File: src/rtl/quicksort_host_pkg.sv
// rtl/quicksort_host_pkg.sv - shared types, command codes and sizing helpers for the quicksort host
package quicksort_host_pkg;

    typedef enum logic [2:0] {
        S_IDLE,
        S_CLR,
        S_LOAD,
        S_SORT,
        S_DRAIN
    } state_t;

    // Bit position of each command inside the toggle vector {sort, pop, push, clear}
    typedef enum logic [1:0] {
        CMD_CLR  = 2'd0,
        CMD_PUSH = 2'd1,
        CMD_POP  = 2'd2,
        CMD_SORT = 2'd3
    } cmd_t;

    typedef enum logic [1:0] {
        C_ISSUE,
        C_GAP,
        C_WAIT
    } cmd_state_t;

    // Engine capacity: one address code is reserved, so 2**AW - 1 usable slots
    function automatic int cap_of(input int p_msb);
        return (2 ** (2 ** p_msb)) - 1;
    endfunction

    function automatic logic [31:0] gray(input logic [31:0] b);
        return b ^ (b >> 1);
    endfunction

endpackage

File: src/rtl/quicksort_host_if.sv
// rtl/quicksort_host_if.sv - stream and engine signal bundle between host sequencer and its environment
interface quicksort_host_if #(
    parameter int A_D_MSB = 7
);
    logic             s_valid;
    logic             s_ready;
    logic [A_D_MSB:0] s_data;
    logic             s_last;
    logic             m_valid;
    logic             m_ready;
    logic [A_D_MSB:0] m_data;
    logic             m_last;
    logic             e_enable;
    logic             e_clear;
    logic             e_push;
    logic             e_pop;
    logic             e_sort;
    logic [A_D_MSB:0] e_rx_data;
    logic [A_D_MSB:0] e_tx_data;
    logic             e_idle;
    logic             busy;
    logic             ovf;

    modport master (
        input  s_valid, s_data, s_last, m_ready, e_tx_data, e_idle,
        output s_ready, m_valid, m_data, m_last, e_enable, e_clear, e_push,
               e_pop, e_sort, e_rx_data, busy, ovf
    );

    modport slave (
        output s_valid, s_data, s_last, m_ready, e_tx_data, e_idle,
        input  s_ready, m_valid, m_data, m_last, e_enable, e_clear, e_push,
               e_pop, e_sort, e_rx_data, busy, ovf
    );
endinterface

File: src/rtl/quicksort_host_cmd_issuer.sv
// rtl/quicksort_host_cmd_issuer.sv - toggle command issuer with ISSUE/GAP/WAIT handshake to the engine
module qs_cmd_issuer
    import quicksort_host_pkg::*;
(
    input  logic clk_i,
    input  logic rst_n_i,
    input  logic cmd_valid_i,
    input  cmd_t cmd_code_i,
    input  logic e_idle_i,
    output logic cmd_ready_o,
    output logic cmd_done_o,
    output logic e_clear_o,
    output logic e_push_o,
    output logic e_pop_o,
    output logic e_sort_o
);

    cmd_state_t state_q, state_d;
    logic [3:0] tog_q, tog_d;

    // State and toggle registers
    always_ff @(posedge clk_i or negedge rst_n_i) begin
        if (!rst_n_i) begin
            state_q <= C_ISSUE;
            tog_q   <= '0;
        end else begin
            state_q <= state_d;
            tog_q   <= tog_d;
        end
    end

    // One toggle per command; e_idle is not trusted until the engine has had a cycle to see the toggle
    always_comb begin
        state_d     = state_q;
        tog_d       = tog_q;
        cmd_ready_o = 1'b0;
        cmd_done_o  = 1'b0;
        case (state_q)
            C_ISSUE: begin
                cmd_ready_o = 1'b1;
                if (cmd_valid_i) begin
                    tog_d   = tog_q ^ (4'b0001 << cmd_code_i);
                    state_d = C_GAP;
                end
            end
            C_GAP:   state_d = C_WAIT;
            C_WAIT: begin
                if (e_idle_i) begin
                    cmd_done_o = 1'b1;
                    state_d    = C_ISSUE;
                end
            end
            default: state_d = C_ISSUE;
        endcase
    end

    assign e_clear_o = tog_q[CMD_CLR];
    assign e_push_o  = tog_q[CMD_PUSH];
    assign e_pop_o   = tog_q[CMD_POP];
    assign e_sort_o  = tog_q[CMD_SORT];

endmodule

File: src/rtl/quicksort_host.sv
// rtl/quicksort_host.sv - host sequencer: load stream into engine, sort, drain in descending order
module quicksort_host
    import quicksort_host_pkg::*;
#(
    parameter int A_D_MSB = 7,
    parameter int A_P_MSB = 3
) (
    input  logic             clk,
    input  logic             rstn,
    quicksort_host_if.master bus
);

    localparam int             AW    = 2 ** A_P_MSB;
    localparam int             CAP_I = cap_of(A_P_MSB);
    localparam logic [AW-1:0]  CAP   = AW'(CAP_I);

    state_t           state_q, state_d;
    logic [AW-1:0]    count_q, count_d;
    logic             ovf_q, ovf_d;
    logic             last_q, last_d;
    logic             m_valid_q, m_valid_d;
    logic             m_last_q, m_last_d;
    logic [A_D_MSB:0] m_data_q, m_data_d;
    logic [A_D_MSB:0] rx_q, rx_d;
    logic             en_q;
    logic             s_ready;
    logic             cmd_valid, cmd_ready, cmd_done;
    cmd_t             cmd_code;

    qs_cmd_issuer u_issuer (
        .clk_i       (clk),
        .rst_n_i     (rstn),
        .cmd_valid_i (cmd_valid),
        .cmd_code_i  (cmd_code),
        .e_idle_i    (bus.e_idle),
        .cmd_ready_o (cmd_ready),
        .cmd_done_o  (cmd_done),
        .e_clear_o   (bus.e_clear),
        .e_push_o    (bus.e_push),
        .e_pop_o     (bus.e_pop),
        .e_sort_o    (bus.e_sort)
    );

    // Main state, item count and output stream registers
    always_ff @(posedge clk or negedge rstn) begin
        if (!rstn) begin
            state_q   <= S_IDLE;
            count_q   <= '0;
            ovf_q     <= 1'b0;
            last_q    <= 1'b0;
            m_valid_q <= 1'b0;
            m_last_q  <= 1'b0;
            m_data_q  <= '0;
            rx_q      <= '0;
            en_q      <= 1'b0;
        end else begin
            state_q   <= state_d;
            count_q   <= count_d;
            ovf_q     <= ovf_d;
            last_q    <= last_d;
            m_valid_q <= m_valid_d;
            m_last_q  <= m_last_d;
            m_data_q  <= m_data_d;
            rx_q      <= rx_d;
            en_q      <= 1'b1;
        end
    end

    // Batch sequencing; commands are only offered while the issuer is free, so none overlap
    always_comb begin
        state_d   = state_q;
        count_d   = count_q;
        ovf_d     = ovf_q;
        last_d    = last_q;
        m_valid_d = m_valid_q;
        m_last_d  = m_last_q;
        m_data_d  = m_data_q;
        rx_d      = rx_q;
        cmd_valid = 1'b0;
        cmd_code  = CMD_CLR;
        s_ready   = 1'b0;
        case (state_q)
            S_IDLE: begin
                if (bus.s_valid) state_d = S_CLR;
            end
            S_CLR: begin
                cmd_valid = cmd_ready;
                cmd_code  = CMD_CLR;
                if (cmd_done) begin
                    count_d = '0;
                    ovf_d   = 1'b0;
                    last_d  = 1'b0;
                    state_d = S_LOAD;
                end
            end
            S_LOAD: begin
                // Ready drops while the push of the previous item is in flight
                s_ready = cmd_ready;
                if (s_ready && bus.s_valid) begin
                    if (count_q != CAP) begin
                        cmd_valid = 1'b1;
                        cmd_code  = CMD_PUSH;
                        rx_d      = bus.s_data;
                        count_d   = count_q + AW'(1);
                        last_d    = bus.s_last;
                    end else begin
                        // Engine full: item is dropped, so a final item can move on at once
                        ovf_d = 1'b1;
                        if (bus.s_last) state_d = S_SORT;
                    end
                end
                if (cmd_done && last_q) begin
                    last_d  = 1'b0;
                    state_d = (count_q >= AW'(2)) ? S_SORT : S_DRAIN;
                end
            end
            S_SORT: begin
                cmd_valid = cmd_ready;
                cmd_code  = CMD_SORT;
                if (cmd_done) state_d = S_DRAIN;
            end
            S_DRAIN: begin
                if (m_valid_q) begin
                    if (bus.m_ready) begin
                        m_valid_d = 1'b0;
                        m_last_d  = 1'b0;
                        if (count_q == '0) state_d = S_IDLE;
                    end
                end else if (count_q == '0) begin
                    state_d = S_IDLE;
                end else begin
                    cmd_valid = cmd_ready;
                    cmd_code  = CMD_POP;
                    if (cmd_done) begin
                        m_data_d  = bus.e_tx_data;
                        m_valid_d = 1'b1;
                        m_last_d  = (count_q == AW'(1));
                        count_d   = count_q - AW'(1);
                    end
                end
            end
            default: state_d = S_IDLE;
        endcase
    end

    assign bus.s_ready   = s_ready;
    assign bus.m_valid   = m_valid_q;
    assign bus.m_data    = m_data_q;
    assign bus.m_last    = m_last_q;
    assign bus.e_rx_data = rx_q;
    assign bus.e_enable  = en_q;
    assign bus.busy      = (state_q != S_IDLE);
    assign bus.ovf       = ovf_q;

endmodule
File: src/flat_wrapper.sv
// flat-port wrapper written by rule: the top's interface ports become plain ports
module quicksort_host_flat import quicksort_host_pkg::*;
#(
    parameter int A_D_MSB = 7,
    parameter int A_P_MSB = 3
)
  (clk, rstn, bus_s_valid, bus_s_data, bus_s_last, bus_m_ready, bus_e_tx_data, bus_e_idle, bus_s_ready, bus_m_valid, bus_m_data, bus_m_last, bus_e_enable, bus_e_clear, bus_e_push, bus_e_pop, bus_e_sort, bus_e_rx_data, bus_busy, bus_ovf);
  quicksort_host_if #(.A_D_MSB(A_D_MSB)) bus_i ();
  input  logic clk;
  input  logic rstn;
  input wire logic [$bits(bus_i.s_valid)-1:0] bus_s_valid;
  input wire logic [$bits(bus_i.s_data)-1:0] bus_s_data;
  input wire logic [$bits(bus_i.s_last)-1:0] bus_s_last;
  input wire logic [$bits(bus_i.m_ready)-1:0] bus_m_ready;
  input wire logic [$bits(bus_i.e_tx_data)-1:0] bus_e_tx_data;
  input wire logic [$bits(bus_i.e_idle)-1:0] bus_e_idle;
  output wire logic [$bits(bus_i.s_ready)-1:0] bus_s_ready;
  output wire logic [$bits(bus_i.m_valid)-1:0] bus_m_valid;
  output wire logic [$bits(bus_i.m_data)-1:0] bus_m_data;
  output wire logic [$bits(bus_i.m_last)-1:0] bus_m_last;
  output wire logic [$bits(bus_i.e_enable)-1:0] bus_e_enable;
  output wire logic [$bits(bus_i.e_clear)-1:0] bus_e_clear;
  output wire logic [$bits(bus_i.e_push)-1:0] bus_e_push;
  output wire logic [$bits(bus_i.e_pop)-1:0] bus_e_pop;
  output wire logic [$bits(bus_i.e_sort)-1:0] bus_e_sort;
  output wire logic [$bits(bus_i.e_rx_data)-1:0] bus_e_rx_data;
  output wire logic [$bits(bus_i.busy)-1:0] bus_busy;
  output wire logic [$bits(bus_i.ovf)-1:0] bus_ovf;
  assign bus_i.s_valid = bus_s_valid;
  assign bus_i.s_data = bus_s_data;
  assign bus_i.s_last = bus_s_last;
  assign bus_i.m_ready = bus_m_ready;
  assign bus_i.e_tx_data = bus_e_tx_data;
  assign bus_i.e_idle = bus_e_idle;
  assign bus_s_ready = bus_i.s_ready;
  assign bus_m_valid = bus_i.m_valid;
  assign bus_m_data = bus_i.m_data;
  assign bus_m_last = bus_i.m_last;
  assign bus_e_enable = bus_i.e_enable;
  assign bus_e_clear = bus_i.e_clear;
  assign bus_e_push = bus_i.e_push;
  assign bus_e_pop = bus_i.e_pop;
  assign bus_e_sort = bus_i.e_sort;
  assign bus_e_rx_data = bus_i.e_rx_data;
  assign bus_busy = bus_i.busy;
  assign bus_ovf = bus_i.ovf;
  quicksort_host #(.A_D_MSB(A_D_MSB), .A_P_MSB(A_P_MSB)) u_core (.clk(clk), .rstn(rstn), .bus(bus_i));
endmodule
File: config.mk
export PLATFORM = sky130hd
export DESIGN_NAME = quicksort_host_flat
export DESIGN_NICKNAME = d
export VERILOG_FILES = /design/src/rtl/quicksort_host_pkg.sv /design/src/rtl/quicksort_host_if.sv /design/src/rtl/quicksort_host_cmd_issuer.sv /design/src/rtl/quicksort_host.sv /design/src/flat_wrapper.sv
export SDC_FILE = /design/constraint.sdc
export NUM_CORES = 1
export LEC_CHECK = 0
export CAP_MARGIN = 0
export CORE_MARGIN = 2
export CORE_UTILIZATION = 55
export DETAILED_ROUTE_END_ITERATION = 12
export MAX_ROUTING_LAYER = met4
export PLACE_DENSITY = 0.86
export SLEW_MARGIN = 20
export SYNTH_ARGS = -nofsm -noshare
export SYNTH_HDL_FRONTEND = slang
export SYNTH_SLANG_ARGS = --single-unit
File: constraint.sdc
create_clock -name clk -period 5.39 [get_ports clk]
set_clock_uncertainty 0.2 [all_clocks]
set_input_delay 1.078 -clock clk [delete_from_list [all_inputs] [get_ports clk]]
set_output_delay 1.078 -clock clk [all_outputs]
set_load 0.01 [all_outputs]
# [After elaboration in Yosys (flattened, before gate mapping)]
# Index checks and enable logic that the tools add are counted.
[op_classes] addsub=2 n_lt_le_gt_ge=1 n_eq_ne=26 shifts=1 muxes=52 bitwise=3 reduce_logical=19
[op_table] cell="$mux W8" count=6
[op_table] cell="$mux W3" count=11
[op_table] cell="$pmux W8 S3" count=1
[op_table] cell="$mux W1" count=23
[op_table] cell="$reduce_and A4 Y1" count=4
[op_table] cell="$pmux W3 S5" count=1
[op_table] cell="$ne A2 B1 Y1 const B" count=7
[op_table] cell="$reduce_and A7 Y1" count=2
[op_table] cell="$ne A2 B2 Y1 const B" count=6
[op_table] cell="$pmux W2 S3" count=2
[op_table] cell="$mux W2" count=5
[op_table] cell="$add A8 B1 Y8 const B" count=1
[op_table] cell="$eq A8 B1 Y1 const B" count=1
[op_table] cell="$ge A8 B2 Y1 const B" count=1
[op_table] cell="$logic_not A8 Y1" count=1
[op_table] cell="$ne A8 B8 Y1 const B" count=1
[op_table] cell="$sub A8 B1 Y8 const B" count=1
[op_table] cell="$eq A3 B2 Y1 const B" count=2
[op_table] cell="$ne A3 B1 Y1 const B" count=2
[op_table] cell="$ne A3 B3 Y1 const B" count=2
[op_table] cell="$reduce_bool A3 Y1" count=2
[op_table] cell="$pmux W1 S2" count=2
[op_table] cell="$reduce_and A2 Y1" count=2
[op_table] cell="$reduce_bool A2 Y1" count=2
[op_table] cell="14 further kinds" count=16
[word_totals] reg_bits=38 in_bits=22 output_inout_bits=26 word_cells=115

# [Depth between registers and ports, before layout]
[logic_depth] depth_word=7 mapped_depth=8 mapped_depth_nobuf=7

# [Cells and area by module]
# A second synthesis with hierarchy kept.
[unflattened] cells_unflattened=215 area_unflattened_um2=2234.6
[by_module_without_submodules] mod="quicksort_host" n_inst=1 cells_per_inst=195 area_per_inst_um2=1970.6 seq_area_each_um2=800.8
[by_module_without_submodules] mod="qs_cmd_issuer" n_inst=1 cells_per_inst=20 area_per_inst_um2=264.0 seq_area_each_um2=150.1

# [Worst setup path after synthesis]
# Ideal clock, no wire load.
[synth_timing] path_type="input port to flip-flop" start="in bus_e_idle" end="reg u_core.count_q[0]" setup_ns=0.125 arrival_time_ns=2.353 t_required_ns=5.065 path_slack_ns=2.712 cell_stages=6 path_buffers=1 path_cell_list="and3b_1 -> or3_1 -> o21a_1 -> and2_4 -> buf_8 -> mux2_4"
[synth_between] elab_chain_cells=4 elab_cells_between_ends=5 cone_classes="eq/ne (2); mux (2); reduce/logical (1)"
[synth_lines] item="from (decl)" line_no="flat_wrapper.sv:16" rtl="input wire logic [$bits(bus_i.e_idle)-1:0] bus_e_idle;"
[synth_lines] item="$mux W1 (*)" line_no="quicksort_host_cmd_issuer.sv:48" rtl="if (e_idle_i) begin"
[synth_lines] item="$mux W1 (*)" line_no="quicksort_host_cmd_issuer.sv:38" rtl="case (state_q)"
[synth_lines] item="$ne A2 B1 Y1 (no source line)"
[synth_lines] item="$reduce_and A7 Y1 (no source line) (*)"
[synth_lines] item="to (signal assigned)" line_no="quicksort_host.sv:58" rtl="count_q <= count_d;"
[synth_lines] item="to (decl)" line_no="quicksort_host.sv:18" rtl="logic [AW-1:0] count_q, count_d;"
# Every way passes the cells marked *; elsewhere a longest branch is shown, timed or not.
# A chain may end at the register's enable or synchronous reset.

# [Final worst setup path]
[layout_timing] start="reg u_core.state_q[1]" end="out bus_s_ready"
[layout_between] elab_chain_cells=2
[layout_lines] item="from (decl)" line_no="quicksort_host.sv:17" rtl="state_t state_q, state_d;"
[layout_lines] item="from (signal assigned)" line_no="quicksort_host.sv:57" rtl="state_q <= state_d;"
[layout_lines] item="$eq A3 B2 Y1" line_no="quicksort_host.sv:82" rtl="case (state_q)"
[layout_lines] item="$mux W1" line_no="quicksort_host.sv:82"
[layout_lines] item="to (decl)" line_no="flat_wrapper.sv:17" rtl="output wire logic [$bits(bus_i.s_ready)-1:0] bus_s_ready;"
# No other way between the ends.

==> summary.txt <==
POWER
------------------------------------------------------------------------------
Maximum vdd drop                                                        295 µV
Clock power share                                                        13.2%
Reported leakage power                                              0.00119 µW
Combinational fraction of design power                                   51.3%
NetSw                                                                   638 µW
Power density over the cells                                        570 nW/µm²
Internal portion of total power                                         934 µW
Share of power burned in registers                                       35.5%
Switching fraction of total power                                        40.6%

LOGIC SYNTHESIS
------------------------------------------------------------------------------
Combinational family with the most area after synthesis           simple AND/OR/NAND/NOR gates
Number of synthesized register bits                                         38
Share of cell area taken by muxes after synthesis                        10.9%
Ranking of synthesized cells by area                              dfrtp_1 43%, mux2_4 6.8%, mux2_2 4.1%, nand2_1 3.4%, ha_1 2.8%
Adder-cell share of the synthesized area                                 2.83%
Cell with the most instances after synthesis                           dfrtp_1
Post-synthesis cell area                                              2210 µm²
Xor and xnor area share after synthesis                                  1.98%
Cell types with the highest counts after synthesis                38 x dfrtp_1, 20 x nand2_1, 12 x nor2_1, 12 x o21ai_0, 10 x mux2_4
Async SR Flop Fraction                                                    100%
Post-synthesis compound-gate area fraction                               17.3%
Number of synthesized flops with an enable pin                               0
Synth warnings                                                               0
Simple-Gate Fraction of Synth Area                                       19.0%
Number of different library cells in the post-synthesis netlist             55
Synth Area per Inst                                                   10.2 µm²
Sequential cell area fraction in the yosys report                        43.0%
Share of Yosys cell area claimed by the top area cell type               43.0%
Number of standard cells after synthesis                                   216
Mapped Nets                                                                243
Predominant post-synthesis flop cell                                   dfrtp_1
Cell taking the most area after synthesis                              dfrtp_1

GLOBAL ROUTE
------------------------------------------------------------------------------
Met3 layer usage reported by global route                                7.50%
Pin count of the biggest net entering global routing                        39
Wire length of the first global-routing pass                           8.71 mm
Met1 routing resource usage after global routing                         33.3%
Tot GR Track Use                                                         27.1%
Busiest layer in global routing                                           met2
Initial antenna violation count                                              0
Aggregate global routing overflow                                            0
Via count of the first global-routing pass                                1841
M2 GR Usage                                                              43.2%

CTS
------------------------------------------------------------------------------
Post-CTS setup repair buffer count                                           0
Cells resized by post-CTS repair                                             0
Number of buffers on the longest clock path                                  2
Clock tree from TritonCTS                                                 done
TritonCTS Buffers                                                            5
Hold_buf cts                                                                 0
Root buffer cell                                                      clkbuf_8
Clock Sink Count                                                            38
Clock insertion delay at the later pin of the skew report              0.30 ns
CTS HTree Levels                                                             2
Clock transition at the registers of the reported paths                0.08 ns

MIN PATH
------------------------------------------------------------------------------
Hold Path Origin                                                  u_core.u_issuer.tog_q[2]
Worst hold path endpoint                                          u_core.u_issuer.tog_q[2]
Cells on Worst Hold Path                                                     1
Worst min path class                                                reg -> reg

DETAILED ROUTING
------------------------------------------------------------------------------
Detailed-router iteration count before antenna repair                        4
Detailed-route wire length                                             5.39 mm
Via/cell ratio                                                            6.07
Via count                                                                 1883
WL/cell                                                                17.4 µm
Remaining antenna violation count                                            0
DRT iter0 DRCs                                                             200
Remaining routing DRC violations                                             0

DIE
------------------------------------------------------------------------------
I/O pin count                                                               48
Num rows                                                                    23
Die Span X                                                             67.4 µm
Area enclosed by the die boundary                                     4540 µm²
Initial Utilization                                                      56.1%
Die Span Y                                                             67.4 µm
Area of the placeable core                                            3940 µm²

PLACED DESIGN
------------------------------------------------------------------------------
Global placement routability congestion                                  0.905
Number of buffer cells added on primary ports                               47
HPWL Detailed                                                          3.76 mm

SETUP PATH
------------------------------------------------------------------------------
Critical Path Max Stage Delay                                          0.66 ns
Req. time, crit path                                                   4.11 ns
Critical path fanouts, max                                                  19
Top delay family on crit path                                     simple AND/OR/NAND/NOR gates
Setup slack, reg-to-reg                                                2.66 ns
Type of the worst setup path                                        reg -> out
Critical R2R Launch                                               u_core.state_q[1]
Slowest cell on the critical path                                      dfrtp_1
Cells on worst reg2reg path                                                  4
R2r endpoint                                                      u_core.bus.m_data[1]
CP arrival                                                             2.25 ns
Worst-path cell chain                                             or3b_2 > nor2_1 > clkdlybuf4s50_1
Worst setup SP type                                                   register
Critical path buffer and inverter count                                      1
Type of destination of the critical path                           output port

CELLS AND AREA
------------------------------------------------------------------------------
Antenna diode count                                                          0
Layout net count                                                           286
Proportion of layout cells with a drive suffix above 1                   14.2%
Area added between synthesis and finish                                  24.8%
Final core area utilization                                              70.0%

STA
------------------------------------------------------------------------------
Actual transition at the worst max-transition pin                      1.00 ns
Final critical-path required period                                    3.53 ns
Post-Route Setup TNS                                                      0 ns
Unrepaired setup endpoints after global routing                          false
Maximum clock frequency                                                283 MHz
Number of endpoints failing setup at the final stage                         0
Max-slew violation count                                                     0
Final clock period utilization by the worst path                         65.5%
Final hold vios                                                              0
Rel. slew slack                                                          33.1%

JOB
------------------------------------------------------------------------------
Max-cap violation count                                                      0

STATUS
------------------------------------------------------------------------------
Result of the run                                                 complete, no violations

power groups by stage:
stage | Sequential, µW | Clock (µW) | Combinational [µW]
after global routing | 578 | 225 | 881
after global placement | 544 | 0 | 778
after CTS | 554 | 209 | 805
after detailed placement | 556 | 0 | 798
final | 559 | 207 | 806
after floorplan | 528 | 0 | 542
flip-flops by register name, indices dropped and copies added (netlist names):
register,flops
u_core.last_q,1
u_core.bus.m_last,1
u_core.bus.m_data,8
u_core.bus.e_rx_data,8
u_core.u_issuer.state_q,2
u_core.state_q,3
u_core.count_q,8
u_core.bus.e_enable,1
u_core.u_issuer.tog_q,4
u_core.bus.ovf,1
u_core.bus.m_valid,1
area by class of cell:
class | count | area (µm²)
fill | 305 | 1180
multi-input combinational | 159 | 1150
sequential | 38 | 951
timing repair buffer | 48 | 473
clock buffer | 6 | 82.6
tap | 50 | 62.6
inverter | 7 | 26.3
clock inverter | 2 | 12.5
cell families (layout without fill, tap and decap cells):
kind of cell             count (synthesis)  count (layout)
adder cells (fa/ha/maj)                  5               5
multiplexers                            18              18
AND/OR/NAND/NOR                         76              76
other                                    1               1
buffers and inverters                   19              63
flip-flops                              38              38
XOR/XNOR                                 5               5
AO/OA/AOI/OAI                           54              54
through the flow:
step                      hold slack, ns  std cells  cell area [µm²]  total power, µW  setup slack, ns
after global placement             0.255        302             2670             1320             2.14
after CTS                          0.282        310             2760             1570             1.86
after floorplan                    0.296        216             2210             1070             2.71
after global routing               0.306        310             2760             1680             1.76
after detailed placement           0.268        302             2670             1350             2.10
final                              0.281        310             2760             1570             1.86
cells in the final DEF (no fill, tap or decap), types with 2 or more instances in the layout:
cell type,netlist,final
clkbuf_8,0,6
clkdlybuf4s50_1,0,46
xor2_1,3,3
nand2_1,20,20
nor3b_1,5,5
o22ai_1,3,3
o21ai_0,12,12
or3b_2,2,2
a41oi_1,4,4
nor2_1,12,12
inv_1,7,7
a21oi_1,7,7
mux2_2,8,8
dfrtp_1,38,38
nor3_1,6,6
ha_1,5,5
o31ai_1,3,3
nand4_1,3,3
or3_1,3,3
nand2b_1,4,4
nand3b_1,3,3
o31a_1,2,2
mux2_4,10,10
nand3_1,5,5
o21a_1,2,2
a31oi_1,8,8
xnor2_1,2,2
or2_2,2,2
layer usage:
layer  up-vias  part of all wire [%]
met5         -                     0
met4         0                   2.2
met3        15                   6.4
met2        84                    50
met1       908                    41
li1        876                     -
worst max-delay path by stage:
stage,startpoint,slack (ns),to,cells past startpoint
floorplan,bus_e_idle,2.71,u_core.count_q[0],6
global placement,bus_s_valid,2.14,u_core.count_q[1],6
detailed placement,bus_s_valid,2.10,u_core.count_q[0],6
CTS,u_core.state_q[1],1.86,bus_s_ready,3
global route,u_core.state_q[1],1.76,bus_s_ready,3
finish,u_core.state_q[1],1.86,bus_s_ready,3
No activity file was read; power rests on OpenSTA's default activity.
